### src/rtl/sync_fifo_pro.sv
// sync_fifo_pro: parametrised single-clock FIFO with programmable almost-full and
// almost-empty levels, an occupancy count, an optional first-word-fall-through
// read port and sticky overflow/underflow flags.
module sync_fifo_pro #(
  parameter int FIFO_WIDTH = 16,
  parameter int FIFO_DEPTH = 8,
  parameter int AF_LEVEL   = FIFO_DEPTH - 1,
  parameter int AE_LEVEL   = 1,
  parameter bit FWFT       = 1'b0
) (
  input  logic                              clk,
  input  logic                              rst,
  input  logic [FIFO_WIDTH-1:0]             data_in,
  input  logic                              wr_en,
  input  logic                              rd_en,
  input  logic                              err_clr,
  output logic [FIFO_WIDTH-1:0]             data_out,
  output logic                              rd_valid,
  output logic                              wr_ack,
  output logic                              overflow,
  output logic                              underflow,
  output logic                              full,
  output logic                              empty,
  output logic                              almostfull,
  output logic                              almostempty,
  output logic [$clog2(FIFO_DEPTH+1)-1:0]   count,
  output logic                              ovf_sticky,
  output logic                              udf_sticky
);

  localparam int CW = $clog2(FIFO_DEPTH + 1);
  localparam int PW = (FIFO_DEPTH > 1) ? $clog2(FIFO_DEPTH) : 1;
  localparam logic [CW-1:0] DEPTH_C  = CW'(FIFO_DEPTH);
  localparam logic [CW-1:0] AF_C     = CW'(AF_LEVEL);
  localparam logic [CW-1:0] AE_C     = CW'(AE_LEVEL);
  localparam logic [CW-1:0] ONE_C    = CW'(1);
  localparam logic [PW-1:0] LAST_PTR = PW'(FIFO_DEPTH - 1);

  if (!((AE_LEVEL > 0) && (AE_LEVEL < AF_LEVEL) && (AF_LEVEL <= FIFO_DEPTH))) begin : g_bad_levels
    $error("sync_fifo_pro: levels must satisfy 0 < AE_LEVEL < AF_LEVEL <= FIFO_DEPTH");
  end

  logic [FIFO_WIDTH-1:0] mem [FIFO_DEPTH];

  logic [PW-1:0]         wr_ptr_q, wr_ptr_d;
  logic [PW-1:0]         rd_ptr_q, rd_ptr_d;
  logic [CW-1:0]         count_q, count_d;
  logic [FIFO_WIDTH-1:0] dout_q, dout_d;
  logic                  rvld_q, wr_ack_q, ovf_q, udf_q;
  logic                  ovs_q, ovs_d, uds_q, uds_d;
  logic                  full_w, empty_w, wr_acc, rd_acc;

  // Pointers wrap explicitly so non-power-of-two depths work.
  function automatic logic [PW-1:0] next_ptr(input logic [PW-1:0] p);
    return (p == LAST_PTR) ? '0 : p + 1'b1;
  endfunction

  assign full_w  = (count_q == DEPTH_C);
  assign empty_w = (count_q == '0);
  assign wr_acc  = wr_en && !full_w;
  assign rd_acc  = rd_en && !empty_w;

  // Next-state for pointers, occupancy, registered read data and sticky flags.
  always_comb begin
    wr_ptr_d = wr_acc ? next_ptr(wr_ptr_q) : wr_ptr_q;
    rd_ptr_d = rd_acc ? next_ptr(rd_ptr_q) : rd_ptr_q;
    count_d  = count_q;
    case ({wr_acc, rd_acc})
      2'b10:   count_d = count_q + ONE_C;
      2'b01:   count_d = count_q - ONE_C;
      default: count_d = count_q;
    endcase
    dout_d = dout_q;
    if (!FWFT && rd_acc) dout_d = mem[rd_ptr_q];
    // A new error on the same edge as err_clr keeps the flag set.
    ovs_d = (wr_en && full_w)  || (ovs_q && !err_clr);
    uds_d = (rd_en && empty_w) || (uds_q && !err_clr);
  end

  // Control and output registers; rst overrides every request.
  always_ff @(posedge clk) begin
    if (rst) begin
      wr_ptr_q <= '0;
      rd_ptr_q <= '0;
      count_q  <= '0;
      dout_q   <= '0;
      rvld_q   <= 1'b0;
      wr_ack_q <= 1'b0;
      ovf_q    <= 1'b0;
      udf_q    <= 1'b0;
      ovs_q    <= 1'b0;
      uds_q    <= 1'b0;
    end else begin
      wr_ptr_q <= wr_ptr_d;
      rd_ptr_q <= rd_ptr_d;
      count_q  <= count_d;
      dout_q   <= dout_d;
      rvld_q   <= rd_acc && !FWFT;
      wr_ack_q <= wr_acc;
      ovf_q    <= wr_en && full_w;
      udf_q    <= rd_en && empty_w;
      ovs_q    <= ovs_d;
      uds_q    <= uds_d;
    end
  end

  // Storage array; contents need no reset because the pointers define validity.
  always_ff @(posedge clk) begin
    if (wr_acc) mem[wr_ptr_q] <= data_in;
  end

  // In FWFT mode the head word is presented combinationally from storage.
  assign data_out    = FWFT ? (empty_w ? '0 : mem[rd_ptr_q]) : dout_q;
  assign rd_valid    = FWFT ? !empty_w : rvld_q;
  assign wr_ack      = wr_ack_q;
  assign overflow    = ovf_q;
  assign underflow   = udf_q;
  assign full        = full_w;
  assign empty       = empty_w;
  assign almostfull  = (count_q >= AF_C) && (count_q < DEPTH_C);
  assign almostempty = !empty_w && (count_q <= AE_C);
  assign count       = count_q;
  assign ovf_sticky  = ovs_q;
  assign udf_sticky  = uds_q;

endmodule

### config.mk
export PLATFORM = sky130hd
export DESIGN_NAME = sync_fifo_pro
export DESIGN_NICKNAME = d
export VERILOG_FILES = /design/src/rtl/sync_fifo_pro.sv
export SDC_FILE = /design/constraint.sdc
export NUM_CORES = 1
export LEC_CHECK = 0
export ABC_AREA = 1
export CORE_MARGIN = 1
export CORE_UTILIZATION = 61
export DETAILED_ROUTE_END_ITERATION = 7
export HOLD_SLACK_MARGIN = 0.05
export PLACE_DENSITY = 0.83
export SKIP_CTS_REPAIR_TIMING = 1
export SLEW_MARGIN = 5
export SYNTH_ARGS = -nofsm -noshare
export SYNTH_HDL_FRONTEND = slang
export SYNTH_SLANG_ARGS = --single-unit
### constraint.sdc
create_clock -name clk -period 4 [get_ports clk]
set_input_delay 0.8 -clock clk [delete_from_list [all_inputs] [get_ports clk]]
set_output_delay 0.8 -clock clk [all_outputs]
set_load 0.02 [all_outputs]
Yosys cells after proc, flatten, opt, wreduce, memory -nomap -nowiden
Memories as Yosys holds them, arrays and structs flattened. A register that Yosys moved wholly into a read port is not among the register bits.
Index checks and enable logic that the tools add are counted.
{"block": "op_classes", "n_addsub": 4, "reduce_logical": 15, "eq_ne": 5, "n_lt_le_gt_ge": 3, "muxes": 5}
{"operator": "logical AND 1 bit", "n": 8}
{"operator": "one-hot mux 4 bit (2 select lines)", "n": 1}
{"operator": "adder 3 x 1 -> 3 bit, second input constant", "n": 2}
{"operator": "== test 3 bit, second input constant", "n": 2}
{"operator": "two-way mux 3 bit", "n": 2}
{"operator": "adder 4 x 1 -> 4 bit, second input constant", "n": 1}
{"operator": "== test 4 bit, second input constant", "n": 1}
{"operator": "greater-or-equal comparator 4 x 3 -> 1 bit, second input constant", "n": 1}
{"operator": "less-or-equal comparator 4 x 1 -> 1 bit, second input constant", "n": 1}
{"operator": "logical NOT 4 bit", "n": 1}
{"operator": "less-than comparator 4 bit, second input constant", "n": 1}
{"operator": "subtractor 4 x 1 -> 4 bit, second input constant", "n": 1}
{"operator": "logical NOT 1 bit", "n": 3}
{"operator": "== test 2 x 1 -> 1 bit, second input constant", "n": 1}
{"operator": "== test 2 bit, second input constant", "n": 1}
{"operator": "logical OR 1 bit", "n": 2}
{"operator": "two-way mux 1 bit", "n": 2}
{"operator": "nonzero test 2 bit", "n": 1}
{"block": "word_totals", "word_cells": 42, "out_inout_bits": 30, "ramBits": 128, "memories": 1, "register_bits": 16}
{"name": "mem", "depth": 8, "width": 16, "rd": 1, "rd_ports_with_merged_regs": 1, "write_ports": 1, "line_no": "43", "text": "logic [FIFO_WIDTH-1:0] mem [FIFO_DEPTH];"}

Logic depth before layout (Yosys ltp)
Gate-level depths: netlist of run 1.
{"block": "depth", "word_depth": 5, "depth_mapped": 12, "ltp_nobuf": 11}

Worst setup path after synthesis of run 1
OpenSTA, ideal clock, no wires.
{"block": "synth_path", "path_type": "flip-flop to flip-flop", "startpoint": "register count_q[1], in the netlist count[1]", "endpoint": "memory mem[1][0] (enable)", "slack_ps": 1662, "setup_ps": 388, "synth_period_minus_slack_ps": 2338, "path_stages_with_launch": 8, "arrival_ps": 1949, "cell_sequence": "dfxtp_1 -> inv_1 -> ha_1 -> nand3_1 -> nand2_2 -> nor2_1 -> inv_2 -> nor2_1"}
{"block": "synth_between", "elab_chain_len": 5}
{"element": "start: declaration", "line_no": "47", "text": "logic [CW-1:0] count_q, count_d;"}
{"element": "start signal: assignment", "line_no": "96", "text": "count_q <= count_d;"}
{"element": "== test 4 bit", "line_no": "58", "text": "assign full_w = (count_q == DEPTH_C);"}
{"element": "logical NOT 1 bit", "line_no": "60", "text": "assign wr_acc = wr_en && !full_w;"}
{"element": "logical AND 1 bit", "line_no": "60"}
{"element": "two-way mux 1 bit", "line_no": "109", "text": "if (wr_acc) mem[wr_ptr_q] <= data_in;"}
{"element": "two-way mux 1 bit (implied by the code)", "line_no": "109"}
{"element": "end: declaration", "line_no": "43"}
No other way between the ends.

Worst setup path in the final report of run 1
{"block": "layout_path", "startpoint": "register count_q[0], in the netlist count[0]", "endpoint": "output almostempty"}
{"block": "layout_between", "elab_chain_len": 3, "elab_cells_between_ends": 4, "classes_between": "1 x order compare; 3 x reduce/logical"}
{"element": "branches (longest 2 deep; another with less-or-equal comparator 4 x 1 -> 1 bit)"}
{"element": "logical AND 1 bit *", "line_no": "121", "text": "assign almostempty = !empty_w && (count_q <= AE_C);"}
{"element": "end: declaration", "line_no": "25", "text": "output logic almostempty,"}
Every way passes the cells marked *.

==> impl_metrics.yaml, run 1 <==
placed_design:
  io_buffers: 50
  place.gp.congestion: 0.794
  place_ws_ns: 0.893
  place.detailed.hpwl_um: 8060
critical_path:
  rrSetupSlack_ns: 1.28
  crit_fanout: 5
  cp-start-kind: "flop"
  cp-end-kind: "primary output"
  ff2ff_path_depth: 11
  timing.rr.start: "count[1]$_SDFFE_PP0P_"
  reg2reg_to: "count[3]$_SDFFE_PP0P_"
  crit_type: "flop to primary output"
  worstPathArrival_ns: 2.20
  cp_data_required_time_ns: 3.20
timing:
  slew_headroom_pct: 22.7
  setup_ws_ns: 1.00
  drv_slew: 0
  setup_viol: 0
  tns_ns: 0
  hold_slack_ns: 0.466
  layout_min_cycle_time_ns: 3.00
  tightestPinTransition_ns: 1.16
  fmax_ghz: 0.333
  hold_viol_final: 0
  finalCritPeriodShare_pct: 75.0
  fin_skew_ns: 0.0113
  rsz0062_at_grt: "false"
synth:
  yosysWarnings: 0
  syn_avg_cell_area_um2: 10.1
  seq_area_frac_synth_pct: 66.7
  ys_seq_elements: 160
  synth_cell_type_count: 27
  syn_area_um2: 6730
  synth_fp_nets: 695
  netlist_instances: 665
die:
  die_w_um: 107
  num_io_pins: 51
  die_h_um: 107
  die-area_um2: 11400
  design.core.area_um2: 10500
  floorplan.rows: 37
  start_util_pct: 64.0
power_and_ir_drop:
  ir_drop_mv: 0.539
  power_density_nw_per_um2: 611
  p_leak_nw: 3.30
finish:
  nNetsFinal: 745
  drive_gt1_share_pct: 7.69
  syn_to_final_growth_pct: 17.2
  antenna_cells: 0
  fill_cells: 639
  layout_commonest_cell: "nand2_1"
  final_cell_mix: "186 x nand2_1, 128 x edfxtp_1, 106 x inv_1"
  multi_input_area_um2: 1630
  regArea_um2: 4490
clock_tree:
  cts_made_buffers: 17
  clock_latency_ns: 0.53
  path_clk_slew_ns: 0.07
  clockRootBuffer: "clkbuf_8"
  cts_tree: "yes"
  cts_sinks: 160
  htreeDepth: 4
  clockBufferDepth: 2
drt:
  drc: 0
  routed_wl_um: 14900
  ant_nets: 0
  dr.first_iter.drc_count: 467
  via_count: 4887
  wl_per_cell_um: 17.2
  viasPerCell: 5.66
  drtPass1Iterations: 5
grt:
  antenna_found_initial: 0
  use_met1_pct: 32.4
  met3_usage_pct: 6.93
  grt_max_degree: 67
  grt.total_usage_pct: 28.2
  grt_first_pass_wirelength_um: 23900
  grt_pass1_vias: 4909
  met2_usage_pct: 48.4
  gr-total-overflow: 0
  top_usage_layer: "met2"
min_path:
  min_to: "data_out[2]$_SDFFE_PP0P_"
  min_path_cells: 2
  holdCritPathClass: "flop to flop"
  min-delay-start: "data_out[2]$_SDFFE_PP0P_"
flow_run:
  maxCapViolCount: 0
status:
  status: "completed"
==> worst max-delay path by stage <==
stage	to	from	slack, ns
2_1_floorplan	mem[1][0]$_DFFE_PP_	count[1]$_SDFFE_PP0P_	1.66
3_3_place_gp	count[3]$_SDFFE_PP0P_	rd_en	0.98
3_5_place_dp	count[3]$_SDFFE_PP0P_	rd_en	0.89
4_1_cts	almostempty	count[1]$_SDFFE_PP0P_	1.01
5_1_grt	almostempty	count[1]$_SDFFE_PP0P_	0.84
6_report	almostempty	count[0]$_SDFFE_PP0P_	1.0
==> cell type report <==
class / instances / area share (%)
sequential: 160 / 56.9
multi-input combinational: 358 / 20.6
timing repair buffer: 61 / 7.40
inverter: 117 / 5.59
clock buffer: 18 / 5.30
tap: 136 / 2.16
clock inverter: 14 / 2.02
==> sequential cells by signal, indices dropped and copies added, names as in the netlist <==
register    cells
count           4
ovf_sticky      1
rd_ptr_q        3
mem           128
wr_ack          1
data_out       16
wr_ptr_q        3
underflow       1
overflow        1
udf_sticky      1
rd_valid        1
==> stage by stage <==
step	cells	instance area, µm²	util [%]	total power, mW
floorplan	665	6730	-	2.86
global placement	832	7300	69.5	3.19
detailed placement	832	7300	69.5	3.24
CTS	864	7880	75.0	4.80
global route	864	7880	75.0	5.01
finish	864	7880	75.0	4.81
==> power by group <==
group          leakage (nW)  switching [mW]  internal (mW)
Combinational          1.60           0.769          0.420
Clock                 0.272           0.670          0.899
Sequential             1.43           0.119           1.94
Total                  3.30            1.56           3.26
==> routing by layer <==
layer | part of all wire, % | vias up
met5 | 0 | -
met4 | 2.9 | 0
met3 | 9.6 | 47
met2 | 51 | 302
met1 | 36 | 2283
li1 | - | 2255
==> synthesized netlist by cell type <==
| library cell | number | share of area [%] |
|---|---|---|
| nand4_1 | 2 | 0.19 |
| nand2_2 | 2 | 0.19 |
| nand3b_1 | 1 | 0.11 |
| edfxtp_1 | 128 | 57 |
| and3_1 | 1 | 0.093 |
| clkinv_2 | 1 | 0.074 |
| buf_6 | 3 | 0.50 |
| dfxtp_1 | 32 | 9.5 |
| nor3_1 | 2 | 0.15 |
| nand3_1 | 97 | 7.2 |
| o21ai_0 | 3 | 0.22 |
| o21ai_1 | 5 | 0.37 |
| nor4_1 | 1 | 0.093 |
| inv_1 | 106 | 5.9 |
| xor2_1 | 1 | 0.13 |
| o31ai_1 | 1 | 0.11 |
| nand2_1 | 186 | 10 |
| nor2_1 | 20 | 1.1 |
| ha_1 | 9 | 1.7 |
| buf_4 | 5 | 0.56 |
| buf_2 | 17 | 1.3 |
| inv_2 | 10 | 0.56 |
| clkbuf_1 | 4 | 0.22 |
| nand3_2 | 1 | 0.15 |
| buf_1 | 1 | 0.056 |
| a21oi_1 | 25 | 1.9 |
| a22oi_1 | 1 | 0.11 |
==> worst max-delay path, cell delays in order, from the launching register on <==
cell	delay, ns
dfxtp_1	0.43
inv_2	0.09
ha_1	0.24
nor4_1	0.25
clkdlybuf4s50_1	0.65
==> kinds of logic (layout without fill, tap and decap cells) <==
logic type	after synthesis	count (layout)	synth area share [%]
compound gates	35	35	2.68
xor+xnor	1	1	0.130
fa+ha+maj	9	9	1.67
buf+inv	147	210	9.15
flops	160	160	66.7
simple gates	313	313	19.7
Power figures use the tool's default switching activity.
==> inputs of run 2 (changes only) <==
--- a/config.mk
+++ b/config.mk
@@ -7,10 +7,10 @@
 export LEC_CHECK = 0
 export ABC_AREA = 1
 export CORE_MARGIN = 1
-export CORE_UTILIZATION = 61
+export CORE_UTILIZATION = 52
 export DETAILED_ROUTE_END_ITERATION = 7
 export HOLD_SLACK_MARGIN = 0.05
-export PLACE_DENSITY = 0.83
+export PLACE_DENSITY = 0.75
 export SKIP_CTS_REPAIR_TIMING = 1
 export SLEW_MARGIN = 5
 export SYNTH_ARGS = -nofsm -noshare
==> constraint.sdc (replaced) <==
create_clock -name clk -period 2.48 [get_ports clk]
set_input_delay 0.496 -clock clk [delete_from_list [all_inputs] [get_ports clk]]
set_output_delay 0.496 -clock clk [all_outputs]
set_load 0.02 [all_outputs]
==> run 2 against run 1 <==
Effect of this change: register-to-register slack worse by 0.82 ns; clock power is 60% higher; die area is 17% higher; first-iteration DRC count down 6.4%; final area increased by 1.4%; sequential cell count unchanged; largest cell class unchanged.
==> impl_metrics.yaml, run 2 (synthesis gave the netlist of run 1 again) <==
critical_path:
  crit_type: "flop to primary output"
  cp-end-kind: "primary output"
  cp_slowest_stage_delay_ns: 0.40
  worstPathArrival_ns: 1.64
  crit_fanout: 5
  cp_data_required_time_ns: 1.98
  crit_chain: "inv_1 > ha_1 > nor4_1 > dlymetal6s2s_1"
  cp_slowest_cell: "dfxtp_1"
  ff2ff_path_depth: 8
  cp-start-kind: "flop"
die:
  floorplan.rows: 41
  num_io_pins: 51
  start_util_pct: 53.3
  die-area_um2: 13400
  die_w_um: 116
  die_h_um: 116
  design.core.area_um2: 12600
placed_design:
  place.gp.congestion: 0.774
  place_ws_ns: 0.381
  io_buffers: 50
  place.detailed.hpwl_um: 8470
power_and_ir_drop:
  ir_drop_mv: 0.589
  power_mw: 7.75
  p_leak_nw: 3.39
  power_density_nw_per_um2: 969
drt:
  dr.first_iter.drc_count: 437
  via_count: 4709
  drc: 0
  routed_wl_um: 14500
  ant_nets: 0
  viasPerCell: 5.20
  wl_per_cell_um: 16.0
  drtPass1Iterations: 5
finish:
  top_register: "mem"
  antenna_cells: 0
  syn_to_final_growth_pct: 18.8
  largest_register_ffs: 128
  nNetsFinal: 751
  fill_cells: 952
  final_cell_mix: "186 x nand2_1, 128 x edfxtp_1, 106 x inv_1"
  fin_util_pct: 63.3
  drive_gt1_share_pct: 8.58
  layout_commonest_cell: "nand2_1"
clock_tree:
  cts_made_buffers: 17
  clock_latency_ns: 0.43
  cts_sinks: 160
  path_clk_slew_ns: 0.06
  htreeDepth: 4
  clockRootBuffer: "clkbuf_16"
  cts_tree: "yes"
  clockBufferDepth: 2
status:
  status: "completed"
grt:
  grt_max_degree: 66
  grt_pass1_vias: 4586
  gr-total-overflow: 0
  antenna_found_initial: 0
  grt.total_usage_pct: 23.5
  grt_first_pass_wirelength_um: 22900
timing:
  hold_slack_ns: 0.463
  fmax_ghz: 0.467
  hold_viol_final: 0
  finalCritPeriodShare_pct: 86.3
  rsz0062_at_grt: "false"
  fin_skew_ns: 0.00643
  layout_min_cycle_time_ns: 2.14
  setup_ws_ns: 0.340
  tightestPinTransition_ns: 1.12
  slew_headroom_pct: 25.1
  setup_viol: 0
  drv_slew: 0
flow_run:
  maxCapViolCount: 0
min_path:
  holdCritPathClass: "flop to flop"
  min_path_cells: 2
[run 2: cell types whose count changed in the layout (fill, tap and decap cells not counted), sizes merged]
cell	before	now
buf	11	17
clkdlybuf4s50	50	46
clkinv	6	7
clkinvlp	3	6
dlymetal6s2s	0	4
inv	120	116
[run 2: power by group]
part | internal, mW | switching [mW] | total (mW)
registers | 3.12 | 0.130 | 3.25
logic | 0.704 | 1.27 | 1.98
clock network | 1.47 | 1.04 | 2.51
total | 5.30 | 2.45 | 7.75
[run 2: final cells by class]
cell class	count	area (µm²)	share of cell area, %
flip-flops and latches	160	4490	56.1
multi-input cells	358	1630	20.3
repair buffers	67	651	8.14
inverters	117	440	5.51
clock buffers	18	429	5.37
well taps	172	215	2.69
clock inverters	14	144	1.80
[run 2: worst max-delay path: cells and delay by family, from the launching register on]
kind / cells / cell delay [ns]
buffers and inverters: 2 / 0.38
and+or+nand+nor: 1 / 0.21
DFF: 1 / 0.40
adders and majority gates: 1 / 0.23
[run 2: path summary, 6_finish.rpt]
| path | start | endpoint | slack [ns] |
|---|---|---|---|
| setup / recovery | count[1]$_SDFFE_PP0P_ | almostempty | 0.34 |
| hold reg to reg | udf_sticky$_SDFF_PP0_ | udf_sticky$_SDFF_PP0_ | 0.46 |
| hold / removal | udf_sticky$_SDFF_PP0_ | udf_sticky$_SDFF_PP0_ | 0.46 |
| setup reg to reg | count[1]$_SDFFE_PP0P_ | mem[2][3]$_DFFE_PP_ | 0.46 |
[run 2: routing by layer]
metal	part of all wire, %	up-vias	global-route usage, %
li1	-	2266	-
met1	39	2182	28.8
met2	49	218	39.0
met3	8.6	43	5.75
met4	3.2	0	11.7
met5	0	-	0
[run 2: per-stage QoR]
step                      std cells  instance area, µm²  TNS [ns]
after floorplan                 665                6730         0
after global placement          874                7410         0
after detailed placement        874                7410         0
after CTS                       906                7980   -0.0809
after global routing            906                7990         0
final                           906                7990         0
==> inputs of run 3 (changes only) <==
--- a/config.mk
+++ b/config.mk
@@ -6,7 +6,7 @@
 export NUM_CORES = 1
 export LEC_CHECK = 0
 export ABC_AREA = 1
-export CORE_MARGIN = 1
+export CORE_MARGIN = 2
 export CORE_UTILIZATION = 52
 export DETAILED_ROUTE_END_ITERATION = 7
 export HOLD_SLACK_MARGIN = 0.05
==> run 3 against run 2 <==
Effect of this change: die area rose by 3.5%; via count grew 0.47%; final area hardly changed; highest routed layer unchanged; combinational power is essentially flat; first-iteration DRC count decreased by 11%; power up 1.2%; non-clock buffer count did not move.
==> impl_metrics.yaml, run 3 (synthesis gave the netlist of run 1 again) <==
die:
  start_util_pct: 53.3
  design.core.area_um2: 12600
  die_h_um: 118
  num_io_pins: 51
  die-area_um2: 13900
  die_w_um: 118
  floorplan.rows: 41
critical_path:
  crit_fanout: 5
  crit_chain: "ha_1 > inv_1 > nor3_1 > clkdlybuf4s50_1"
  cp_slowest_stage_delay_ns: 0.65
  cp-start-kind: "flop"
  crit_type: "flop to primary output"
  cp_slowest_cell: "clkdlybuf4s50_1"
  cp-end-kind: "primary output"
  worstPathArrival_ns: 1.87
  cp_data_required_time_ns: 1.98
finish:
  final_area_um2: 8000
  final_cell_mix: "186 x nand2_1, 128 x edfxtp_1, 106 x inv_1"
  syn_to_final_growth_pct: 18.9
  fin_util_pct: 63.4
  nNetsFinal: 751
  top_register: "mem"
  largest_register_ffs: 128
  drive_gt1_share_pct: 7.77
  layout_commonest_cell: "nand2_1"
  antenna_cells: 0
drt:
  wl_per_cell_um: 16.0
  drtPass1Iterations: 6
  ant_nets: 0
  dr.first_iter.drc_count: 387
  routed_wl_um: 14500
  drc: 0
  viasPerCell: 5.22
  via_count: 4731
power_and_ir_drop:
  cell_internal_pwr_mw: 5.47
  p_switching_mw: 2.37
  switching_share_pct: 30.2
  power_density_nw_per_um2: 981
  p_leak_nw: 3.39
  comb_power_share_pct: 25.1
  power_mw: 7.84
  seq_power_share_pct: 41.5
  clkPwrFrac_pct: 33.4
  ir_drop_mv: 0.593
placed_design:
  io_buffers: 50
  place_ws_ns: 0.339
  place.gp.congestion: 0.798
  dpl_cell_area_um2: 7390
  place.detailed.hpwl_um: 8460
grt:
  grt_first_pass_wirelength_um: 23600
  met3_usage_pct: 4.60
  grt_pass1_vias: 4731
  antenna_found_initial: 0
  grt.total_usage_pct: 22.2
  gr-total-overflow: 0
  use_met1_pct: 27.9
  top_usage_layer: "met2"
  grt_max_degree: 67
  met2_usage_pct: 36.4
timing:
  fmax_ghz: 0.422
  rsz0062_at_grt: "false"
  fin_skew_ns: 0.00782
  tightestPinTransition_ns: 1.11
  layout_min_cycle_time_ns: 2.37
  setup_ws_ns: 0.109
  hold_viol_final: 0
  finalCritPeriodShare_pct: 95.6
  slew_headroom_pct: 25.7
  drv_slew: 0
  setup_viol: 0
clock_tree:
  htreeDepth: 4
  cts_sinks: 160
  clock_latency_ns: 0.43
  cts_made_buffers: 17
  cts_tree: "yes"
  clockBufferDepth: 2
  path_clk_slew_ns: 0.06
  clockRootBuffer: "clkbuf_16"
min_path:
  holdCritPathClass: "flop to flop"
flow_run:
  maxCapViolCount: 0
status:
  status: "completed"
==> run 3: metal layers <==
| layer | share of wire, % | vias to the layer above |
|---|---|---|
| li1 | - | 2261 |
| met1 | 41 | 2237 |
| met2 | 50 | 202 |
| met3 | 6.4 | 31 |
| met4 | 2.6 | 0 |
| met5 | 0 | - |
==> run 3: final cells by class <==
cell class	count	area [µm²]
fill	965	4620
sequential	160	4490
multi-input combinational	358	1630
timing repair buffer	67	636
clock buffer	24	482
inverter	117	440
tap	172	215
clock inverter	8	111
==> run 3: worst paths after layout <==
check	from	endpoint	slack, ns	depth (start not counted)
setup / recovery	count[1]$_SDFFE_PP0P_	almostfull	0.11	4
hold / removal	udf_sticky$_SDFF_PP0_	udf_sticky$_SDFF_PP0_	0.46	2
setup reg to reg	count[1]$_SDFFE_PP0P_	count[3]$_SDFFE_PP0P_	0.40	10
hold reg to reg	udf_sticky$_SDFF_PP0_	udf_sticky$_SDFF_PP0_	0.46	2
==> run 3: worst max-delay path: cells and delay by family, from the launching register on <==
kind | cells | cell delay, ns
buffers and inverters | 2 | 0.71
DFF | 1 | 0.41
adders and majority gates | 1 | 0.17
and+or+nand+nor | 1 | 0.17
==> run 3: power groups by stage <==
| stage | Sequential (mW) | Combinational, mW | Clock (mW) |
|---|---|---|---|
| after global placement | 3.29 | 1.89 | 0 |
| after global routing | 3.28 | 2.18 | 2.75 |
| after floorplan | 3.42 | 1.19 | 0 |
| after detailed placement | 3.31 | 1.96 | 0 |
| after CTS | 3.25 | 1.98 | 2.65 |
| final | 3.25 | 1.97 | 2.62 |
==> run 3: through the flow <==
stage	setup TNS [ns]	hold slack (ns)	cells
after CTS	-0.0915	0.467	906
after detailed placement	0	0.458	874
after global routing	0	0.486	906
after global placement	0	0.455	874
final	0	0.461	906
after floorplan	0	0.493	665
